==> config.mk <==
export PLATFORM = sky130hd
export DESIGN_NAME = uart_packet_bridge
export DESIGN_NICKNAME = d
export VERILOG_FILES = /design/src/rtl/uart_packet_bridge_pkg.sv /design/src/rtl/uart_word_fifo.sv /design/src/rtl/uart_packet_bridge.sv
export SDC_FILE = /design/constraint.sdc
export NUM_CORES = 1
export LEC_CHECK = 0
export ABC_CLOCK_PERIOD_IN_PS = 4490
export CAP_MARGIN = 0
export CORE_ASPECT_RATIO = 0.9
export CORE_MARGIN = 5
export CORE_UTILIZATION = 39
export CTS_BUF_LIST = sky130_fd_sc_hd__clkbuf_4
export CTS_CLUSTER_SIZE = 10
export DETAILED_ROUTE_END_ITERATION = 10
export MAX_ROUTING_LAYER = met4
export SLEW_MARGIN = 10
export SYNTH_ARGS = -nofsm -noshare
export SYNTH_HDL_FRONTEND = slang
export SYNTH_HIERARCHICAL = 1
export SYNTH_SLANG_ARGS = --single-unit
==> constraint.sdc <==
create_clock -name clock_i -period 4.49 [get_ports clock_i]
set_input_delay 0.898 -clock clock_i [delete_from_list [all_inputs] [get_ports clock_i]]
set_output_delay 0.898 -clock clock_i [all_outputs]
set_load 0.03 [all_outputs]
==> src/rtl/uart_packet_bridge_pkg.sv <==
// -----------------------------------------------------------------------------
// uart_packet_bridge_pkg
//   Shared defaults and encodings for the UART packet bridge slice.
//   No ports; imported by uart_word_fifo and uart_packet_bridge.
// -----------------------------------------------------------------------------
package uart_packet_bridge_pkg;

   localparam int UART_PKT_BYTES_PER_WORD = 4;
   localparam int UART_PKT_BW_BPW         = 2;
   localparam int UART_PKT_DEPTH          = 8;
   localparam int UART_PKT_BW_DEPTH       = 3;
   localparam int UART_PKT_TIMEOUT        = 1024;

   // Unpacker state encodings
   localparam logic [0:0] TX_IDLE = 1'b0;
   localparam logic [0:0] TX_SEND = 1'b1;

   typedef struct packed {
      logic timeout_drop;
      logic overflow;
   } err_flags_t;

endpackage

==> src/rtl/uart_word_fifo.sv <==
// -----------------------------------------------------------------------------
// uart_word_fifo
//   Synchronous show-ahead word FIFO. rd_data presents the head entry while
//   empty is low and reads as zero while empty.
//   Ports:
//     clk_sys, rst_b      clock, asynchronous active-low reset
//     push, wr_data       write one entry (ignored when full unless popping)
//     pop                 remove head entry (ignored when empty)
//     rd_data             head entry
//     full, empty, count  occupancy status (count = 0..DEPTH)
// -----------------------------------------------------------------------------
module uart_word_fifo
   import uart_packet_bridge_pkg::*;
#(
   parameter int DATA_W   = 32,
   parameter int DEPTH    = UART_PKT_DEPTH,
   parameter int BW_DEPTH = UART_PKT_BW_DEPTH
) (
   input  logic                clk_sys,
   input  logic                rst_b,
   input  logic                push,
   input  logic [DATA_W-1:0]   wr_data,
   input  logic                pop,
   output logic [DATA_W-1:0]   rd_data,
   output logic                full,
   output logic                empty,
   output logic [BW_DEPTH:0]   count
);

   localparam logic [BW_DEPTH:0] FULL_CNT = (BW_DEPTH+1)'(DEPTH);

   logic [DATA_W-1:0]   mem [DEPTH];
   logic [BW_DEPTH-1:0] wr_ptr;
   logic [BW_DEPTH-1:0] rd_ptr;
   logic                do_push;
   logic                do_pop;

   assign full    = (count == FULL_CNT);
   assign empty   = (count == '0);
   assign do_pop  = pop & ~empty;
   // A pop frees the slot in the same edge, so push is allowed when full.
   assign do_push = push & (~full | do_pop);
   assign rd_data = empty ? '0 : mem[rd_ptr];

   always_ff @(posedge clk_sys or negedge rst_b) begin
      if (!rst_b) begin
         wr_ptr <= '0;
         rd_ptr <= '0;
         count  <= '0;
      end else begin
         if (do_push) wr_ptr <= wr_ptr + BW_DEPTH'(1);
         if (do_pop)  rd_ptr <= rd_ptr + BW_DEPTH'(1);
         case ({do_push, do_pop})
            2'b10:   count <= count + (BW_DEPTH+1)'(1);
            2'b01:   count <= count - (BW_DEPTH+1)'(1);
            default: count <= count;
         endcase
      end
   end

   always_ff @(posedge clk_sys) begin
      if (do_push) mem[wr_ptr] <= wr_data;
   end

endmodule

==> src/rtl/uart_packet_bridge.sv <==
// -----------------------------------------------------------------------------
// uart_packet_bridge
//   Byte <-> word bridge between the JTAG-UART byte driver and the comm
//   controller. RX bytes are packed little-endian into words and queued;
//   TX words are queued and unpacked to bytes. A stale partial RX word is
//   dropped after TIMEOUT_CYC idle cycles. Sticky {timeout_drop, overflow}.
//   Ports:
//     clock_i, resetn_i               clock, asynchronous active-low reset
//     rx_valid_i/rx_byte_i/rx_ready_o byte input handshake
//     tx_valid_o/tx_byte_o/tx_ready_i byte output handshake
//     rx_read_i/rx_data_o/rx_empty_o/rx_count_o  RX word queue (show-ahead)
//     tx_write_i/tx_data_i/tx_full_o  TX word queue
//     clear_i                         clears sticky flags and partial RX word
//     err_o                           sticky {timeout_drop, overflow}
//
//   Unpacker FSM
//     state   | meaning
//     TX_IDLE | no word held; loads and pops TX queue head when available
//     TX_SEND | presenting byte tx_idx of tx_word; last byte chains next word
// -----------------------------------------------------------------------------
module uart_packet_bridge
   import uart_packet_bridge_pkg::*;
#(
   parameter int DATA_W         = 8 * UART_PKT_BYTES_PER_WORD,
   parameter int BYTES_PER_WORD = UART_PKT_BYTES_PER_WORD,
   parameter int BW_BPW         = UART_PKT_BW_BPW,
   parameter int DEPTH          = UART_PKT_DEPTH,
   parameter int BW_DEPTH       = UART_PKT_BW_DEPTH,
   parameter int TIMEOUT_CYC    = UART_PKT_TIMEOUT
) (
   input  logic                clock_i,
   input  logic                resetn_i,
   input  logic                rx_valid_i,
   input  logic [7:0]          rx_byte_i,
   output logic                rx_ready_o,
   output logic                tx_valid_o,
   output logic [7:0]          tx_byte_o,
   input  logic                tx_ready_i,
   input  logic                rx_read_i,
   output logic [DATA_W-1:0]   rx_data_o,
   output logic                rx_empty_o,
   output logic [BW_DEPTH:0]   rx_count_o,
   input  logic                tx_write_i,
   input  logic [DATA_W-1:0]   tx_data_i,
   output logic                tx_full_o,
   input  logic                clear_i,
   output logic [1:0]          err_o
);

   localparam logic [BW_BPW-1:0] LAST_LANE = BW_BPW'(BYTES_PER_WORD - 1);

   // ---------------------------------------------------------------- RX side
   logic                rx_full;
   logic                rx_accept;
   logic                rx_take;
   logic                rx_push;
   logic                timeout_hit;
   logic [BW_BPW-1:0]   pk_cnt;
   logic [DATA_W-1:0]   pk_word;
   logic [DATA_W-1:0]   pk_word_next;

   // Only the last lane needs queue space; earlier lanes land in pk_word.
   assign rx_ready_o = ~(rx_full & (pk_cnt == LAST_LANE));
   assign rx_accept  = rx_valid_i & rx_ready_o;
   // clear_i wins over a byte accepted in the same cycle.
   assign rx_take    = rx_accept & ~clear_i;
   assign rx_push    = rx_take & (pk_cnt == LAST_LANE);

   always_comb begin
      pk_word_next = pk_word;
      pk_word_next[{pk_cnt, 3'b000} +: 8] = rx_byte_i;
   end

   always_ff @(posedge clock_i or negedge resetn_i) begin
      if (!resetn_i) begin
         pk_cnt  <= '0;
         pk_word <= '0;
      end else if (clear_i) begin
         pk_cnt  <= '0;
      end else if (rx_take) begin
         pk_word <= pk_word_next;
         pk_cnt  <= (pk_cnt == LAST_LANE) ? '0 : pk_cnt + BW_BPW'(1);
      end else if (timeout_hit) begin
         pk_cnt  <= '0;
      end
   end

   // Idle timer: loaded on each accepted byte, counts down while a partial
   // word is held; reaching zero with no new byte drops the partial word.
   generate
      if (TIMEOUT_CYC > 0) begin : g_timer
         localparam int TM_W = (TIMEOUT_CYC > 1) ? $clog2(TIMEOUT_CYC) : 1;
         localparam logic [TM_W-1:0] TM_LOAD = TM_W'(TIMEOUT_CYC - 1);

         logic [TM_W-1:0] idle_tmr;

         always_ff @(posedge clock_i or negedge resetn_i) begin
            if (!resetn_i) begin
               idle_tmr <= '0;
            end else if (clear_i) begin
               idle_tmr <= '0;
            end else if (rx_take) begin
               idle_tmr <= TM_LOAD;
            end else if ((pk_cnt != '0) && (idle_tmr != '0)) begin
               idle_tmr <= idle_tmr - TM_W'(1);
            end
         end

         assign timeout_hit = (pk_cnt != '0) & ~rx_take & ~clear_i & (idle_tmr == '0);
      end else begin : g_no_timer
         assign timeout_hit = 1'b0;
      end
   endgenerate

   uart_word_fifo #(
      .DATA_W   (DATA_W),
      .DEPTH    (DEPTH),
      .BW_DEPTH (BW_DEPTH)
   ) u_rx_fifo (
      .clk_sys  (clock_i),
      .rst_b    (resetn_i),
      .push     (rx_push),
      .wr_data  (pk_word_next),
      .pop      (rx_read_i),
      .rd_data  (rx_data_o),
      .full     (rx_full),
      .empty    (rx_empty_o),
      .count    (rx_count_o)
   );

   // ---------------------------------------------------------------- TX side
   logic                tx_empty;
   logic                tx_pop;
   logic                tx_fire;
   logic                tx_last;
   logic                tx_overflow;
   logic [DATA_W-1:0]   tx_head;
   logic [BW_DEPTH:0]   tx_count_unused;
   logic [0:0]          tx_state;
   logic [BW_BPW-1:0]   tx_idx;
   logic [DATA_W-1:0]   tx_word;

   // tx_full_o is registered, so a write racing an unpacker pop still drops.
   assign tx_overflow = tx_write_i & tx_full_o;

   uart_word_fifo #(
      .DATA_W   (DATA_W),
      .DEPTH    (DEPTH),
      .BW_DEPTH (BW_DEPTH)
   ) u_tx_fifo (
      .clk_sys  (clock_i),
      .rst_b    (resetn_i),
      .push     (tx_write_i & ~tx_full_o),
      .wr_data  (tx_data_i),
      .pop      (tx_pop),
      .rd_data  (tx_head),
      .full     (tx_full_o),
      .empty    (tx_empty),
      .count    (tx_count_unused)
   );

   assign tx_valid_o = (tx_state == TX_SEND);
   assign tx_byte_o  = tx_valid_o ? tx_word[{tx_idx, 3'b000} +: 8] : 8'h00;
   assign tx_fire    = tx_valid_o & tx_ready_i;
   assign tx_last    = (tx_idx == LAST_LANE);
   assign tx_pop     = ~tx_empty & ((tx_state == TX_IDLE) | (tx_fire & tx_last));

   always_ff @(posedge clock_i or negedge resetn_i) begin
      if (!resetn_i) begin
         tx_state <= TX_IDLE;
         tx_idx   <= '0;
         tx_word  <= '0;
      end else begin
         case (tx_state)
            TX_IDLE: begin
               if (!tx_empty) begin
                  tx_word  <= tx_head;
                  tx_idx   <= '0;
                  tx_state <= TX_SEND;
               end
            end
            TX_SEND: begin
               if (tx_fire) begin
                  if (tx_last) begin
                     tx_idx <= '0;
                     if (!tx_empty) begin
                        tx_word <= tx_head;
                     end else begin
                        tx_state <= TX_IDLE;
                     end
                  end else begin
                     tx_idx <= tx_idx + BW_BPW'(1);
                  end
               end
            end
            default: tx_state <= TX_IDLE;
         endcase
      end
   end

   // ---------------------------------------------------------- sticky flags
   err_flags_t err_q;

   always_ff @(posedge clock_i or negedge resetn_i) begin
      if (!resetn_i) begin
         err_q <= '0;
      end else if (clear_i) begin
         err_q <= '0;
      end else begin
         if (timeout_hit) err_q.timeout_drop <= 1'b1;
         if (tx_overflow) err_q.overflow     <= 1'b1;
      end
   end

   assign err_o = err_q;

endmodule

==> Word-level counts from Yosys, hierarchy flattened <==
Memories as Yosys holds them, arrays and structs flattened.
Index checks and enable logic that the tools add are counted.
{ "totals": {"in_bits": 47, "ramBits": 512, "reg_bits": 101, "word_cells": 115, "out_inout_bits": 50, "mem_count": 2} }
{ "memory_table": {"columns": ["name", "words", "width", "read_ports", "rd_clocked_by_memory_dff", "wr", "line", "text"], "rows": [
  ["u_rx_fifo.mem", 8, 32, 1, 0, 1, "uart_word_fifo.sv:32", "logic [DATA_W-1:0] mem [DEPTH];"],
  ["u_tx_fifo.mem", 8, 32, 1, 0, 1, "uart_word_fifo.sv:32", null]
]} }
{ "classes": {"add_sub_neg": 12, "bitwise_logic": 27, "n_eq_ne": 11, "shift": 3, "n_mux": 31, "n_reduce_logical": 15} }
{ "ops": {"columns": ["op", "count"], "rows": [
  ["32-bit two-way mux", 4],
  ["32-bit one-hot mux with 2 select lines", 1],
  ["32-bit bitwise mux", 1],
  ["8-bit by 7-bit variable shift with 32-bit output (first input constant)", 1],
  ["32-bit by 6-bit variable part select with 8-bit output", 1],
  ["8-bit by 7-bit variable part select with 32-bit output", 1],
  ["10-bit two-way mux", 3],
  ["1-bit AND", 16],
  ["2-bit two-way mux", 8],
  ["4-bit one-hot mux with 2 select lines", 2],
  ["3-bit by 1-bit adder with 3-bit output (second input constant)", 4],
  ["10-bit logical NOT", 1],
  ["10-bit nonzero test", 1],
  ["2-bit nonzero test", 5],
  ["10-bit by 1-bit subtractor with 10-bit output (second input constant)", 1],
  ["1-bit two-way mux", 9],
  ["4-bit by 1-bit adder with 4-bit output (second input constant)", 2],
  ["2-bit equality test (second input constant)", 4],
  ["4-bit equality test (second input constant)", 2],
  ["4-bit logical NOT", 2],
  ["8-bit two-way mux", 1],
  ["1-bit NOT", 8],
  ["4-bit by 1-bit subtractor with 4-bit output (second input constant)", 2],
  ["5-bit negator with 7-bit output", 1],
  ["other kinds (9)", 18]
]} }

==> Longest topological paths before layout <==
{ "depth": {"word_depth": 12, "ltp_mapped": 17, "depth_no_buf": 14} }

==> Modules after synthesis <==
The synthesis kept the hierarchy.
{ "by_module_without_submodules": {"columns": ["mod", "area_per_inst_um2", "cells_per_inst", "instances", "seq_area_each_um2"], "rows": [
  ["uart_word_fifo at u_rx_fifo", 10455.0, 490, 1, 7937.6],
  ["uart_word_fifo at u_tx_fifo", 10397.5, 476, 1, 7937.6],
  ["uart_packet_bridge", 4053.9, 372, 1, 2026.9]
]} }

==> Worst setup path before layout <==
Ideal clock, no wire load.
{ "synth_path": {"path_kind": "register -> register", "start": "register u_rx_fifo.count[0]", "end": "memory u_rx_fifo.mem[0][0] (enable)", "setup_slack_ns": -0.520, "setup_time_ns": 0.461, "n_path_buf": 3, "t_arrival_ns": 4.549, "required_time_ns": 4.029, "synth_period_minus_slack_ns": 5.010, "stages_incl_launch_ff": 14, "cell_sequence": "dfrtp_1 -> buf_2 -> or3_1 -> nor2_1 -> a21bo_2 -> nor2_1 -> buf_2 -> nand2_1 -> inv_1 -> buf_2 -> inv_1 -> a31oi_1 -> nand2b_1 -> nor3_1"} }
{ "synth_between": {"elab_chain_len": 9, "word_cells_on_any_way": 14, "cone_classes": "eq/ne: 1; mux: 2; bitwise: 10; reduce/logical: 1"} }
{ "synth_rtl": {"columns": ["item", "line", "text"], "rows": [
  ["start, declared", "uart_word_fifo.sv:27", "output logic [BW_DEPTH:0] count"],
  ["start signal, assigned", "uart_word_fifo.sv:54", "2'b10: count <= count + (BW_DEPTH+1)'(1);"],
  ["start signal, assigned", "uart_word_fifo.sv:55", "2'b01: count <= count - (BW_DEPTH+1)'(1);"],
  ["start signal, assigned", "uart_word_fifo.sv:56", "default: count <= count;"],
  ["4-bit equality test", "uart_word_fifo.sv:38", "assign full = (count == FULL_CNT);"],
  ["via rx_full", "uart_packet_bridge.sv:53", "logic rx_full;"],
  ["1-bit AND", "uart_packet_bridge.sv:63", "assign rx_ready_o = ~(rx_full & (pk_cnt == LAST_LANE));"],
  ["1-bit NOT", "uart_packet_bridge.sv:63", null],
  ["1-bit AND", "uart_packet_bridge.sv:64", "assign rx_accept = rx_valid_i & rx_ready_o;"],
  ["1-bit AND", "uart_packet_bridge.sv:66", "assign rx_take = rx_accept & ~clear_i;"],
  ["1-bit AND", "uart_packet_bridge.sv:67", "assign rx_push = rx_take & (pk_cnt == LAST_LANE);"],
  ["via rx_push", "uart_packet_bridge.sv:56", "logic rx_push;"],
  ["1-bit AND", "uart_word_fifo.sv:42", "assign do_push = push & (~full | do_pop);"],
  ["1-bit two-way mux", "uart_word_fifo.sv:62", "if (do_push) mem[wr_ptr] <= wr_data;"],
  ["1-bit two-way mux (not written as such)", "uart_word_fifo.sv:62", null],
  ["end, declared", "uart_word_fifo.sv:32", null]
]} }
The timed path passes the listed nets, and every way through them passes these cells.

==> Final worst setup path <==
{ "layout_path": {"start": "register u_rx_fifo.rd_ptr[0]", "end": "output port rx_data_o[0]"} }
{ "layout_between": {"elab_chain_len": 2} }
{ "layout_rtl": {"columns": ["item", "line", "text"], "rows": [
  ["start, declared", "uart_word_fifo.sv:34", "logic [BW_DEPTH-1:0] rd_ptr;"],
  ["start signal, assigned", "uart_word_fifo.sv:52", "if (do_pop) rd_ptr <= rd_ptr + BW_DEPTH'(1);"],
  ["memory 8 x 32 bit", null, null],
  ["32-bit two-way mux", "uart_word_fifo.sv:43", "assign rd_data = empty ? '0 : mem[rd_ptr];"],
  ["end, declared", "uart_packet_bridge.sv:40", "output logic [DATA_W-1:0] rx_data_o,"]
]} }
No other way between the ends.

==> out/qor.csv <==
stage,metric,value,unit
run_status,status,"complete, no violations",
synthesis,Synth warnings,6,
floorplan,core area,0.0629,mm2
placed_design,HPWL Detailed,31600,um
clocking,H-tree Lvls,4,
synthesis,number of synthesized register bits,613,
floorplan,die width,276,um
setup_path,Crit Path Category,reg -> out,
synthesis,"EDFF count, synth",512,
synthesis,"Seq/Total Area, Yosys",71.9,%
synthesis,Post-Syn Area per Cell,18.6,um2
floorplan,initial core utilization,39.6,%
sta,"Setup violations, final",0,
floorplan,Rows,87,
routing,DRC,0,
sta,Slew HR,33.6,%
floorplan,die height,250,um
synthesis,library cells used by synthesis,66,
clocking,Worst-Skew Late Latency,0.94,ns
clocking,Root Buffer,clkbuf_4,
routing,detailed-route vias per instance,5.11,
sta,Setup TNS,0,ns
clocking,cts bufs inserted,159,
global_routing,vias in the first global route,13645,
setup_path,"Req. time, crit path",3.59,ns
hold_path,Hold Path Class,in -> async,
synthesis,Post-Syn Instances,1338,
job,max cap viols,0,
global_routing,initial antenna violation count,3,
cells_and_area,Area Overhead vs Synth,17.6,%
synthesis,Synth Cell Area,0.0249,mm2
clocking,CTS tree,yes,
routing,Post-Route WL,52900,um
sta,fin. max-slew vios,0,
power_and_ir_drop,Power Dens Cells,633,mW/mm2
clocking,Sink Count,613,
global_routing,GRT Overall Usage,15.8,%
sta,final worst-path cycle share,95.1,%
placed_design,Port Buffers,96,
synthesis,syn_nets,1402,
setup_path,CP Launch Type,flop,
synthesis,top_reg_cell synth,edfxtp_1,
power_and_ir_drop,VDD IR max,416,uV
routing,antenna-violating nets left,0,
placed_design,gpl congestion,0.771,
power_and_ir_drop,final total power,18.6,mW
setup_path,Worst Path Max Fanout,38,
floorplan,I/O pin total,97,
cells_and_area,final core occ,46.6,%
global_routing,global route overflow,0,
sta,Final Hold Fails,0,
global_routing,pin count of the biggest net entering global routing,75,
sta,Tmin final,4.27,ns
power_and_ir_drop,Static Leakage,10.1,nW
routing,WL/cell,20.8,um
sta,Fmax achieved,0.234,GHz
setup_path,Critical Path End Type,output pin,
cells_and_area,most frequent cells in the layout,"edfxtp_1 (512), clkbuf_4 (243), mux4_2 (136), dfrtp_1 (95), clkdlybuf4s50_1 (95)",
placed_design,placed insts,2255,
routing,drt initial violations,841,
sta,Clock Skews,0.0775,ns
clocking,worst-case clock buffer depth,3,
cells_and_area,Layout Nets,1637,
cells_and_area,share of cells above drive strength 1,32.0,%
cells_and_area,fin cells,2549,
setup_path,arrival time at the worst endpoint,3.37,ns
routing,vias,13022,
synthesis,Synth async-reset ratio,16.5,%
global_routing,first-pass GRT wire length,81600,um
cells_and_area,"commonest non-fill, non-tap cell in the layout",edfxtp_1,
clocking,Clock transition at path regs,0.07,ns
setup_path,Reg2Reg Depth,13,
sta,Worst Tran Pin Value,0.986,ns
sta,Hold WS,0.418,ns
floorplan,Die ar.,0.0690,mm2
routing,drt first pass iters,6,
==> logic make-up (layout without fill, tap and decap cells) <==
family | Yosys count | after routing | synth area share (%)
AO/OA/AOI/OAI | 92 | 92 | 2.45
XOR/XNOR | 14 | 14 | 0.492
adder cells (fa/ha/maj) | 17 | 17 | 0.914
buffers and inverters | 108 | 472 | 2.26
flip-flops | 613 | 613 | 71.9
multiplexers | 260 | 260 | 17.6
other | 0 | 2 | 0
AND/OR/NAND/NOR | 234 | 234 | 4.42
==> path summary, 6_finish.rpt <==
check                                                     start                              end  slack [ns]
min in group clock_i                     tx_word[8]$_DFFE_PN0P_           tx_word[8]$_DFFE_PN0P_        0.50
worst min-delay path                                   resetn_i          tx_word[18]$_DFFE_PN0P_        0.42
worst max-delay path            u_rx_fifo/rd_ptr[0]$_DFFE_PN0N_                     rx_data_o[0]        0.22
worst min register to register           tx_word[8]$_DFFE_PN0P_           tx_word[8]$_DFFE_PN0P_        0.50
max in group asynchronous                              resetn_i  u_rx_fifo/rd_ptr[1]$_DFFE_PN0N_        3.20
worst max register to register   u_rx_fifo/count[2]$_DFFE_PN0P_   u_rx_fifo/count[2]$_DFFE_PN0P_        0.77
==> through the flow <==
stage / instance area [um2] / setup WS, ns
after global routing: 29300 / -0.00487
after global placement: 27100 / 0.373
after floorplan: 24900 / 0.335
after CTS: 29200 / 0.00919
final: 29300 / 0.221
after detailed placement: 27100 / 0.281
==> cells in the mapped netlist (7+ instances only) <==
master | count | area share, %
o21ai_1 | 15 | 0.30
edfxtp_1 | 512 | 62
nor3_1 | 9 | 0.18
nand2_1 | 69 | 1.0
mux4_2 | 136 | 12
a31oi_1 | 16 | 0.40
ha_1 | 15 | 0.75
inv_1 | 41 | 0.62
nor2_1 | 93 | 1.4
buf_2 | 35 | 0.70
o21ai_0 | 16 | 0.32
nand2b_1 | 19 | 0.48
mux2i_1 | 67 | 2.7
mux2_2 | 54 | 2.4
buf_6 | 12 | 0.54
clkbuf_1 | 15 | 0.23
xnor2_1 | 11 | 0.39
nand3_1 | 7 | 0.14
a21oi_1 | 12 | 0.24
dfrtp_1 | 101 | 10
and2_1 | 9 | 0.23
==> timing repair <==
item | 4_1_cts | 5_1_grt
buffers inserted | 0 | 1
hold endpoints to repair | 27 | 0
endpoints found under the setup margin | 20 | 6
hold buffers | 1 | 0
resized for setup | 2 | 4
gates cloned | 0 | 0
==> flip-flops by register name, summed over array words and instances (netlist names), 4 cells and up <==
name / flops
u_rx_fifo/mem: 256
tx_word: 32
u_tx_fifo/count: 4
g_timer.idle_tmr: 10
u_rx_fifo/count: 4
pk_word: 32
u_tx_fifo/mem: 256
==> critical path, stage by stage (launching register included) <==
cell             delay [ns]
dfrtp_4                0.62
buf_16                 0.33
mux4_2                 0.56
mux2i_2                0.26
nor2_1                 0.09
clkdlybuf4s50_1        0.60
==> report_power, final <==
part / total [mW] / internal (mW) / switching [mW] / leakage [nW]
clock network: 4.89 / 2.62 / 2.27 / 1.27
logic: 5.96 / 2.81 / 3.15 / 3.01
registers: 7.70 / 7.02 / 0.685 / 5.87
==> layer usage <==
metal / track usage (%) / part of all wire, %
met2: 23.7 / 48
met3: 3.51 / 4.5
met1: 21.7 / 46
met5: - / 0
met4: 5.35 / 1.5
==> area by class of cell <==
class	instances	area, um2
fill	5521	33600
inverter	42	170
tap	845	1060
clock buffer	243	1820
clock inverter	47	308
timing repair buffer	140	1400
multi-input combinational	617	6610
antenna	2	5.00
sequential	613	17900
Note: power is estimated with default switching activity, not from simulation.
